### src/rtl/rx_frame_writer.sv
// Writes MAC RX frames qword-by-qword into the 1024-qword ring, one length header per frame,
// and publishes the commit pointer only for complete good frames. Drop counter: RX_DROP_COUNTER_EN.
module rx_frame_writer #(
    parameter int unsigned MAX_FRAME_BYTES = 1522
) (
    input  logic        clk156,
    input  logic        reset_n,
    input  logic [63:0] rx_data,
    input  logic [7:0]  rx_data_valid,
    input  logic        rx_good_frame,
    input  logic        rx_bad_frame,
    input  logic [9:0]  commited_rd_address,
    output logic        wr_en,
    output logic [9:0]  wr_addr,
    output logic [63:0] wr_data,
    output logic [9:0]  commited_wr_address,
    output logic [31:0] dropped_frames
);

    localparam int unsigned AW = 10;
    localparam int unsigned DW = 64;
    localparam int unsigned CW = 16;

    typedef enum logic [2:0] {
        S_IDLE,
        S_DATA,
        S_DROP,
        S_HDR,
        S_COMMIT
    } state_t;

    state_t        state;
    logic [AW-1:0] start;
    logic [AW-1:0] wr_ptr;
    logic [CW-1:0] byte_count;

    logic [3:0]    pop_c;
    logic [CW:0]   count_next_c;
    logic [AW-1:0] idle_addr_c;
    logic [AW-1:0] data_addr_c;
    logic          idle_fits_c;
    logic          data_fits_c;
    logic          word_valid_c;
    logic          oversize_c;

    function automatic logic [3:0] popcount8(input logic [7:0] v);
        logic [3:0] n;
        n = 4'd0;
        for (int i = 0; i < 8; i++) begin
            n = n + 4'(v[i]);
        end
        return n;
    endfunction

    // Next write slot and the one-empty-slot fit test against the read pointer.
    always_comb begin
        pop_c        = popcount8(rx_data_valid);
        count_next_c = {1'b0, byte_count} + (CW+1)'(pop_c);
        oversize_c   = count_next_c > (CW+1)'(MAX_FRAME_BYTES);
        word_valid_c = rx_data_valid != 8'd0;
        idle_addr_c  = commited_wr_address + AW'(1);
        data_addr_c  = wr_ptr + AW'(1);
        idle_fits_c  = (idle_addr_c + AW'(1)) != commited_rd_address;
        data_fits_c  = (data_addr_c + AW'(1)) != commited_rd_address;
    end

    always_ff @(posedge clk156 or negedge reset_n) begin
        if (!reset_n) begin
            state               <= S_IDLE;
            start               <= '0;
            wr_ptr              <= '0;
            byte_count          <= '0;
            wr_en               <= 1'b0;
            wr_addr             <= '0;
            wr_data             <= '0;
            commited_wr_address <= '0;
        end else begin
            wr_en <= 1'b0;
            case (state)
                S_IDLE: begin
                    // Rewinding wr_ptr here is what rolls back a dropped frame.
                    start  <= commited_wr_address;
                    wr_ptr <= commited_wr_address;
                    if (word_valid_c) begin
                        if (idle_fits_c) begin
                            wr_en      <= 1'b1;
                            wr_addr    <= idle_addr_c;
                            wr_data    <= rx_data;
                            wr_ptr     <= idle_addr_c;
                            byte_count <= CW'(pop_c);
                            state      <= S_DATA;
                        end else begin
                            state <= S_DROP;
                        end
                    end
                end
                S_DATA: begin
                    if (rx_bad_frame) begin
                        wr_ptr <= start;
                        state  <= S_IDLE;
                    end else if (rx_good_frame) begin
                        state <= S_HDR;
                    end else if (word_valid_c) begin
                        if (!data_fits_c || oversize_c) begin
                            state <= S_DROP;
                        end else begin
                            wr_en      <= 1'b1;
                            wr_addr    <= data_addr_c;
                            wr_data    <= rx_data;
                            wr_ptr     <= data_addr_c;
                            byte_count <= count_next_c[CW-1:0];
                        end
                    end
                end
                S_DROP: begin
                    if (rx_good_frame || rx_bad_frame) begin
                        state <= S_IDLE;
                    end
                end
                S_HDR: begin
                    wr_en   <= 1'b1;
                    wr_addr <= start;
                    wr_data <= {{(DW-CW){1'b0}}, byte_count};
                    state   <= S_COMMIT;
                end
                S_COMMIT: begin
                    commited_wr_address <= wr_ptr + AW'(1);
                    state               <= S_IDLE;
                end
                default: begin
                    state <= S_IDLE;
                end
            endcase
        end
    end

`ifdef RX_DROP_COUNTER_EN
    logic drop_event_c;

    // One increment per discarded frame, taken at its status pulse.
    assign drop_event_c = ((state == S_DATA) && rx_bad_frame) ||
                          ((state == S_DROP) && (rx_good_frame || rx_bad_frame));

    always_ff @(posedge clk156 or negedge reset_n) begin
        if (!reset_n) begin
            dropped_frames <= '0;
        end else if (drop_event_c) begin
            dropped_frames <= dropped_frames + 32'd1;
        end
    end
`else
    assign dropped_frames = '0;
`endif

endmodule

### config.mk
export PLATFORM = sky130hd
export DESIGN_NAME = rx_frame_writer
export DESIGN_NICKNAME = d
export VERILOG_FILES = /design/src/rtl/rx_frame_writer.sv
export SDC_FILE = /design/constraint.sdc
export NUM_CORES = 1
export LEC_CHECK = 0
export BUFFER_PORTS_ARGS = -buffer_cell sky130_fd_sc_hd__buf_2
export CAP_MARGIN = 20
export CORE_ASPECT_RATIO = 0.9
export CORE_MARGIN = 1.5
export CORE_UTILIZATION = 59
export DETAILED_ROUTE_END_ITERATION = 8
export PLACE_DENSITY = 0.89
export SLEW_MARGIN = 25
export SYNTH_ARGS = -nofsm -noshare
export SYNTH_HDL_FRONTEND = slang
export SYNTH_SLANG_ARGS = --single-unit
### constraint.sdc
create_clock -name clk156 -period 8 [get_ports clk156]
set_input_delay 1.6 -clock clk156 [delete_from_list [all_inputs] [get_ports clk156]]
set_output_delay 1.6 -clock clk156 [all_outputs]
set_load 0.005 [all_outputs]
* Yosys cells after proc, flatten, opt, wreduce, memory -nomap -nowiden
Cells that the tools add are included.
** Storage, ports and cells
- Bits in registers :: 124
- Input bits :: 86
- Output and inout port bits :: 117
- Logic and storage cells :: 90
** Operators by class
- Add/subtract/negate cells :: 12
- Magnitude comparators :: 1
- Equal/unequal tests :: 18
- Mux-type cells :: 40
- Reductions and logical operators :: 11
** Operators with widths (number)
- 2-to-1 mux 64 bit :: 6
- one-hot mux 64 bit (3 select lines) :: 1
- 2-to-1 mux 16 bit :: 6
- 2-to-1 mux 10 bit :: 9
- adder 10 x 1 -> 10 bit, second input constant :: 4
- one-hot mux 16 bit (2 select lines) :: 1
- one-hot mux 10 bit (3 select lines) :: 1
- inequality test 10 bit :: 2
- one-hot mux 10 bit (2 select lines) :: 1
- 2-to-1 mux 3 bit :: 6
- adder 16 x 4 -> 17 bit :: 1
- > comparator 17 x 11 -> 1 bit, second input constant :: 1
- adder 4 x 1 -> 4 bit :: 4
- inequality test 2 bit, second input constant :: 7
- AND reduction 7 bit :: 2
- one-hot mux 3 bit (4 select lines) :: 1
- inequality test 3 bit, second input constant :: 3
- inequality test 4 bit, second input constant :: 2
- AND reduction 4 bit :: 2
- nonzero test 8 bit :: 1
- equality test 3 x 2 -> 1 bit, second input constant :: 2
- 2-to-1 mux 1 bit :: 6
- adder 3 x 1 -> 4 bit :: 1
- adder 2 x 1 -> 3 bit :: 1
- 10 further kinds :: 11

* Depth between registers and ports, before layout
Gate-level depths: netlist of run 1.
- Word-level depth :: 15
- Gate-level depth with buffers :: 21
- Depth with buffers taken out :: 19

* Least setup slack after synthesis of run 1
Ideal clock, no wire load.
- Path type :: input port to flip-flop
- Start :: input rx_data_valid[0]
- End :: register wr_addr[4]
- Setup time :: 125 ps
- Data arrival time :: 6360 ps
- Required time :: 7875 ps
- Slack :: 1514 ps
- Stages :: 21
- Buffers on the path :: 2
- Cell sequence :: inv_1 fa_1 fa_1 fa_1 inv_1 ha_1 inv_1 fa_1 inv_1 ha_1 a21o_1 a211o_1 a221oi_1 o311ai_0 a211oi_2 nand4_1 nor2_2 buf_6 nor3_4 buf_6 mux2_4
** Between the ends
- Cells in the longest elaborated chain, start to end :: 12
- Elaborated cells on any way between the ends :: 15
- Classes of those cells :: 8 x add/sub; 1 x order compare; 3 x eq/ne; 3 x reduce/logical
** Ends and longest elaborated chain
- from (decl) :: RTL line 9 : input logic [7:0] rx_data_valid,
- adder 1 x 1 -> 2 bit :: RTL line 50 : n = n + 4'(v[i]);
- adder 2 x 1 -> 3 bit :: RTL line 50
- adder 3 x 1 -> 4 bit :: RTL line 50
- adder 4 x 1 -> 4 bit (4 in series) :: RTL line 50
- adder 16 x 4 -> 17 bit :: RTL line 58 : count_next_c = {1'b0, byte_count} + (CW+1)'(pop_c);
- > comparator 17 x 11 -> 1 bit :: RTL line 59 : oversize_c = count_next_c > (CW+1)'(MAX_FRAME_BYTES);
- logical OR 1 bit :: RTL line 104 : if (!data_fits_c || oversize_c) begin
- inequality test 2 bit (no source line)
- AND reduction 7 bit (no source line) (*)
- to (signal assigned) :: RTL line 87 : wr_addr <= idle_addr_c;
- to (signal assigned) :: RTL line 108 : wr_addr <= data_addr_c;
- to (signal assigned) :: RTL line 122 : wr_addr <= start;
- to (decl) :: RTL line 14 : output logic [9:0] wr_addr,
Every way passes the cells marked *; elsewhere a longest branch is shown, timed or not.
A chain may end at the register's enable or synchronous reset.

* Final worst setup path of run 1
- Start :: input rx_data_valid[0]
- End :: register wr_data[50]
** Between the ends
- Cells in the longest elaborated chain, start to end :: 12
- Elaborated cells on any way between the ends :: 15
- Classes of those cells :: 8 x add/sub; 1 x order compare; 3 x eq/ne; 3 x reduce/logical
** Ends and longest elaborated chain
- adder 1 x 1 -> 2 bit :: RTL line 50
- adder 2 x 1 -> 3 bit :: RTL line 50
- adder 3 x 1 -> 4 bit :: RTL line 50
- adder 4 x 1 -> 4 bit (4 in series) :: RTL line 50
- adder 16 x 4 -> 17 bit :: RTL line 58
- > comparator 17 x 11 -> 1 bit :: RTL line 59
- logical OR 1 bit :: RTL line 104
- inequality test 2 bit (no source line)
- AND reduction 7 bit (no source line) (*)
- to (signal assigned) :: RTL line 88 : wr_data <= rx_data;
- to (signal assigned) :: RTL line 109 : wr_data <= rx_data;
- to (signal assigned) :: RTL line 123 : wr_data <= {{(DW-CW){1'b0}}, byte_count};
- to (decl) :: RTL line 15 : output logic [63:0] wr_data,
Marks and branches as above.

==> results of run 1 <==
[how the worst min path moves through the flow]
stage	slack (ns)	startpoint	cells after the start	endpoint
2_1_floorplan	0.47	start[6]	2	start[6]
3_3_place_gp	0.49	start[4]	2	start[4]
3_5_place_dp	0.50	wr_addr[5]	1	wr_addr[5]
4_1_cts	0.51	wr_addr[5]	1	wr_addr[5]
5_1_grt	0.52	wr_addr[5]	1	wr_addr[5]
6_report	0.51	wr_addr[7]	1	wr_addr[7]
[cell type report]
type	instances	area, µm²
multi-input combinational	714	4420
tap	168	210
timing repair buffer	177	935
inverter	32	120
sequential	124	3100
clock buffer	18	439
clock inverter	14	181
fill	1003	3960
[cells by family (layout without fill, tap and decap cells)]
group / Yosys count / after routing / share of synthesized area
multiplexers: 14 / 14 / 0.0203
other: 1 / 32 / 0.000463
flip-flops: 124 / 124 / 0.383
AO/OA/AOI/OAI: 262 / 262 / 0.208
AND/OR/NAND/NOR: 334 / 334 / 0.203
adder cells (fa/ha/maj): 17 / 17 / 0.0309
XOR/XNOR: 55 / 55 / 0.0682
buffers and inverters: 134 / 241 / 0.0864
[power by group through the flow]
stage	Sequential, mW	Clock [mW]	Combinational, mW
floorplan	1.02	0	1.15
global placement	1.07	0	1.53
detailed placement	1.08	0	1.58
CTS	1.07	0.812	1.60
global route	1.11	0.841	1.78
finish	1.08	0.811	1.62
[layer usage]
layer / up-vias / track usage / part of all wire
li1: 3509 / - / -
met1: 3728 / 0.435 / 0.40
met4: 0 / 0.121 / 0.025
met2: 482 / 0.497 / 0.47
met5: - / 0 / 0
met3: 69 / 0.0766 / 0.10
[cells in the final DEF (no fill, tap or decap), types with 5 or more instances in the layout]
| cell | instances |
|---|---|
| xnor2_1 | 33 |
| clkbuf_16 | 17 |
| nand4_1 | 11 |
| o21ai_0 | 143 |
| fa_1 | 5 |
| xor2_1 | 16 |
| or3_1 | 11 |
| buf_2 | 169 |
| nand3_1 | 22 |
| o211ai_1 | 19 |
| and2_1 | 8 |
| mux2i_1 | 7 |
| and3_1 | 16 |
| buf_4 | 5 |
| nor3_1 | 28 |
| conb_1 | 32 |
| a221oi_1 | 5 |
| ha_1 | 12 |
| nand2_1 | 156 |
| inv_1 | 31 |
| a22o_1 | 6 |
| a21oi_1 | 28 |
| o221ai_1 | 7 |
| inv_6 | 5 |
| dfrtp_1 | 124 |
| a31oi_1 | 6 |
| nor2_1 | 34 |
| nand2b_1 | 6 |
| nor4_1 | 8 |
[sequential cells by signal (all words and copies together) (netlist names)]
name,cells
commited_wr_address,10
byte_count,16
start,10
wr_data,64
wr_addr,10
wr_ptr,10
state,3
wr_en,1
==> impl_metrics.ini, run 1 <==
[power_and_ir_drop]
power.internal_mw = 1.98
power_frac_clock = 0.231
combPwrFrac = 0.462
powerDensity_nw_per_um2 = 374
power_leakage_nw = 4.45
ir_worst_vdd_mv = 0.283
switching_share = 0.436
p_sw_mw = 1.53
power_frac_seq = 0.307
p_total_mw = 3.51

[layout]
final_util = 0.704
drive_above_1_share = 0.232
final_cell_area_um2 = 9400
nNetsFinal = 1169
syn_to_final_growth_pct = 16.2
instances_no_fill = 1247
n_antenna_cell = 0

[synthesis]
synthFlopType = dfrtp_1
synth_most_common_cell = nand2_1
synthTopCellsByArea = dfrtp_1, o21ai_0, nand2_1, xnor2_1, buf_4
synth_top_area_share = 0.383
syn_area_um2 = 8090
synth_edf_count = 0
synth_common_cells = nand2_1, o21ai_0, dfrtp_1, clkbuf_1, buf_4
synth.distinct_cells = 83
synth_cells = 941
synth.avg_cell_area_um2 = 8.60
ys_seq_area_frac = 0.383
synth_warnings = 0
synth-seq-cells = 124
yosysTopAreaCell = dfrtp_1
async_flop_share = 1.00

[setup_path]
path_cells = buf_2 -> inv_1 -> fa_1 -> fa_1 -> fa_1 -> inv_1 -> ha_1 -> inv_1 -> fa_1 -> inv_1 -> ha_1 -> a21o_1 -> a211o_1 -> a221oi_1 -> o311ai_0 -> a211oi_2 -> nand4_1 -> nand2b_1 -> nand2_4 -> buf_12 -> o21ai_0
crit_slowest_cell = fa_1
cp.depth = 21
slowest_delay_ns = 0.55
timing_worst_setup_path_type = input pin to flip-flop
crit_end = wr_data[50]
setup.worst_path.start_class = input pin
startpoint = rx_data_valid[0]
r2r-end = wr_addr[2]
cp.required_ns = 8.29
rr_worst_depth = 12
crit_arrival_ns = 7.17
r2r_setup_slack_ns = 3.54
r2r_start = commited_wr_address[0]
endpoint_kind = flip-flop
worstPathMaxFanout = 38
path_buf_inv = 6
path_delay_family = adder cells

[clock_tree]
h-tree-depth = 4
cts_buffers = 17
cts_tree = built
post_cts_resized = 0
cts_root_buf = clkbuf_16
clkSinkCount = 124
ctsHoldBuffers = 0
clkTransAtPathRegs_ns = 0.06
clock_path_buffers = 2
clkLatencyLatePin_ns = 0.42
post-cts-setup-buffer-count = 0

[timing]
max_freq_ghz = 0.145
tns_ns = 0
tightest_slew_ns = 1.06
setup_ws_ns = 1.12
fin_crit_sh = 0.860
maxSlewHeadroom = 0.290
setup_violations = 0
hold_ws_ns = 0.508
final.setup_skew_ns = 0.0122
min_period_ns = 6.88
maxSlewViolCount = 0
rsz0062_at_grt = no
finalHoldViolCount = 0

[die]
initial_core_util = 0.606
boundaryPins = 203
dieWidth_um = 126
core_area_um2 = 13400
die-area_um2 = 14400
rows = 40
fp.dieH_um = 114

[status]
run_status = complete, no violations

[grt]
grt_pass1_vias = 7185
grt_pass1_wl_mm = 36.4
track_usage = 0.319
grt_max_degree = 78
overflow = 0
antenna_found_initial = 0

[place]
place_hpwl_mm = 15.9
place_inst = 1215
finalWeightedCongestion = 0.940
port_buffers = 170
dp_slack_ns = 0.726
placed_cell_area_um2 = 8780

[flow_run]
cap_violations = 0

[route]
wl_per_cell_um = 18.5
drc = 0
dr.first_iter.drc_count = 956
ant_nets = 0
via_per_inst = 6.25
wl_mm = 23.0
firstDrtPassIters = 6
vias = 7788

[worst_hold_path]
min_path_type = flip-flop to flip-flop
Note: power is estimated with default switching activity, not from simulation.
==> run 2, diff against run 1 <==
--- a/config.mk
+++ b/config.mk
@@ -5,13 +5,15 @@
 export SDC_FILE = /design/constraint.sdc
 export NUM_CORES = 1
 export LEC_CHECK = 0
+export ABC_CLOCK_PERIOD_IN_PS = 8000
 export BUFFER_PORTS_ARGS = -buffer_cell sky130_fd_sc_hd__buf_2
 export CAP_MARGIN = 20
 export CORE_ASPECT_RATIO = 0.9
 export CORE_MARGIN = 1.5
-export CORE_UTILIZATION = 59
+export CORE_UTILIZATION = 60
+export CTS_BUF_LIST = sky130_fd_sc_hd__clkbuf_2 sky130_fd_sc_hd__clkbuf_4 sky130_fd_sc_hd__clkbuf_8
 export DETAILED_ROUTE_END_ITERATION = 8
-export PLACE_DENSITY = 0.89
+export PLACE_DENSITY = 0.91
 export SLEW_MARGIN = 25
 export SYNTH_ARGS = -nofsm -noshare
 export SYNTH_HDL_FRONTEND = slang
==> run 2 against run 1 <==
Net effect: flip-flop and latch count unchanged; highest routed layer unchanged; via count is essentially flat; sequential share of layout area up 0.87 points; worst hold slack better by 0.0067 ns; die area is 1.6% lower; critical path type unchanged; largest power group unchanged; first-iteration DRC count up 15%; non-clock buffer count rose by 1; clock-buffer cell count is 1 lower.
==> impl_metrics.ini, run 2 (synthesized netlist as in run 1, its figures left out) <==
[status]
run_status = complete, no violations

[flow_run]
cap_violations = 0

[route]
wl_mm = 22.7
ant_nets = 0
vias = 7784
wl_per_cell_um = 18.2
via_per_inst = 6.24
firstDrtPassIters = 8
drc = 0
dr.first_iter.drc_count = 1097

[timing]
max_freq_ghz = 0.146
final.setup_skew_ns = 0.0121
setup_violations = 0
rsz0062_at_grt = no
tightest_slew_ns = 0.789
maxSlewViolCount = 0
min_period_ns = 6.84
setup_ws_ns = 1.16
finalHoldViolCount = 0
maxSlewHeadroom = 0.473
tns_ns = 0
fin_crit_sh = 0.855

[place]
port_buffers = 170
place_hpwl_mm = 15.7
dp_slack_ns = 0.785
finalWeightedCongestion = 0.929

[setup_path]
r2r_start = commited_wr_address[0]
path_cells = buf_2 -> inv_1 -> fa_1 -> fa_1 -> fa_1 -> inv_1 -> ha_1 -> inv_1 -> fa_1 -> inv_1 -> ha_1 -> a21o_1 -> a211o_1 -> a221oi_1 -> o311ai_0 -> a211oi_2 -> nand4_1 -> nand2b_1 -> nand2_4 -> buf_12 -> o21ai_0
r2r-end = wr_addr[2]
cp.required_ns = 8.29
crit_arrival_ns = 7.13
startpoint = rx_data_valid[0]
crit_slowest_cell = fa_1
slowest_delay_ns = 0.55
timing_worst_setup_path_type = input pin to flip-flop
cp.depth = 21
rr_worst_depth = 12
worstPathMaxFanout = 53
setup.worst_path.start_class = input pin
crit_end = wr_data[34]
r2r_setup_slack_ns = 3.41
path_buf_inv = 6
path_delay_family = adder cells
endpoint_kind = flip-flop

[die]
dieWidth_um = 125
initial_core_util = 0.610
rows = 40
core_area_um2 = 13300
fp.dieH_um = 113
die-area_um2 = 14200
boundaryPins = 203

[grt]
grt_max_degree = 77
grt_pass1_vias = 7087
track_usage = 0.312
overflow = 0
grt_pass1_wl_mm = 35.7
antenna_found_initial = 0

[clock_tree]
post_cts_resized = 0
h-tree-depth = 4
cts_root_buf = clkbuf_8
cts_tree = built
post-cts-setup-buffer-count = 0
ctsHoldBuffers = 0
clkTransAtPathRegs_ns = 0.08
cts_buffers = 17
clkSinkCount = 124
clock_path_buffers = 2
clkLatencyLatePin_ns = 0.45

[worst_hold_path]
min-delay-start = wr_addr[2]
min_path_type = flip-flop to flip-flop

[layout]
final_util = 0.691
drive_above_1_share = 0.233
fillers = 1014
syn_to_final_growth_pct = 13.2
nNetsFinal = 1170
largest_register = wr_data
n_antenna_cell = 0
final_common_cell = buf_2
final_cell_mix = buf_2, nand2_1, o21ai_0, dfrtp_1
largest_reg_flops = 64
reg.largest.list = wr_data x64, byte_count x16

[power_and_ir_drop]
power_leakage_nw = 4.34
ir_worst_vdd_mv = 0.185
powerDensity_nw_per_um2 = 353
-- run 2: cell types whose count changed in the layout (fill, tap and decap cells not counted), sizes merged --
cell	delta
clkinv	-2
buf	+1
bufinv	-3
clkbuf	-1
clkinvlp	+3
inv	+3
-- run 2: metal layers --
layer	GRT usage	up-vias	wire length, µm
met4	0.111	0	638
met3	0.0723	66	2370
met5	0	-	0
met2	0.479	500	10600
met1	0.438	3720	9110
li1	-	3498	-
-- run 2: worst min path at each step --
stage | to | slack [ns] | cells after the start
5_1_grt | start[2] | 0.53 | 2
6_report | wr_addr[2] | 0.51 | 1
2_1_floorplan | start[6] | 0.47 | 2
4_1_cts | start[1] | 0.52 | 2
3_5_place_dp | start[1] | 0.50 | 2
3_3_place_gp | start[2] | 0.49 | 2
-- run 2: worst reg2reg max path, stage by stage, from the launching register on --
cell and delay (ns):
dfrtp_1 0.57, inv_1 0.18, ha_1 0.44, or2_2 0.33
nor4_1 0.42, and2_1 0.20, a31oi_1 0.05, o41ai_1 0.47
o211a_4 0.36, nor3_4 0.05, buf_4 0.34, nor3_4 0.66
mux2_2 0.41
-- run 2: report_power, final --
| part | total, mW | internal, mW | switching (mW) |
|---|---|---|---|
| Clock | 0.537 | 0.230 | 0.307 |
| Sequential | 1.08 | 0.865 | 0.212 |
| Combinational | 1.62 | 0.610 | 1.01 |
-- run 2: layout make-up --
type | count | area (µm²) | share of cell area
well taps | 168 | 210 | 0.0229
flip-flops and latches | 124 | 3100 | 0.339
clock inverters | 15 | 149 | 0.0162
clock buffers | 17 | 234 | 0.0255
multi-input cells | 714 | 4420 | 0.482
repair buffers | 178 | 930 | 0.101
inverters | 32 | 120 | 0.0131
-- run 2: per-stage QoR --
| step | area, µm² | total power, mW | cells | hold slack, ns |
|---|---|---|---|---|
| floorplan | 8210 | 2.16 | 972 | 0.467 |
| global placement | 8770 | 2.59 | 1216 | 0.491 |
| detailed placement | 8770 | 2.65 | 1216 | 0.497 |
| CTS | 9160 | 3.20 | 1248 | 0.518 |
| global route | 9160 | 3.44 | 1248 | 0.529 |
| finish | 9160 | 3.23 | 1248 | 0.514 |
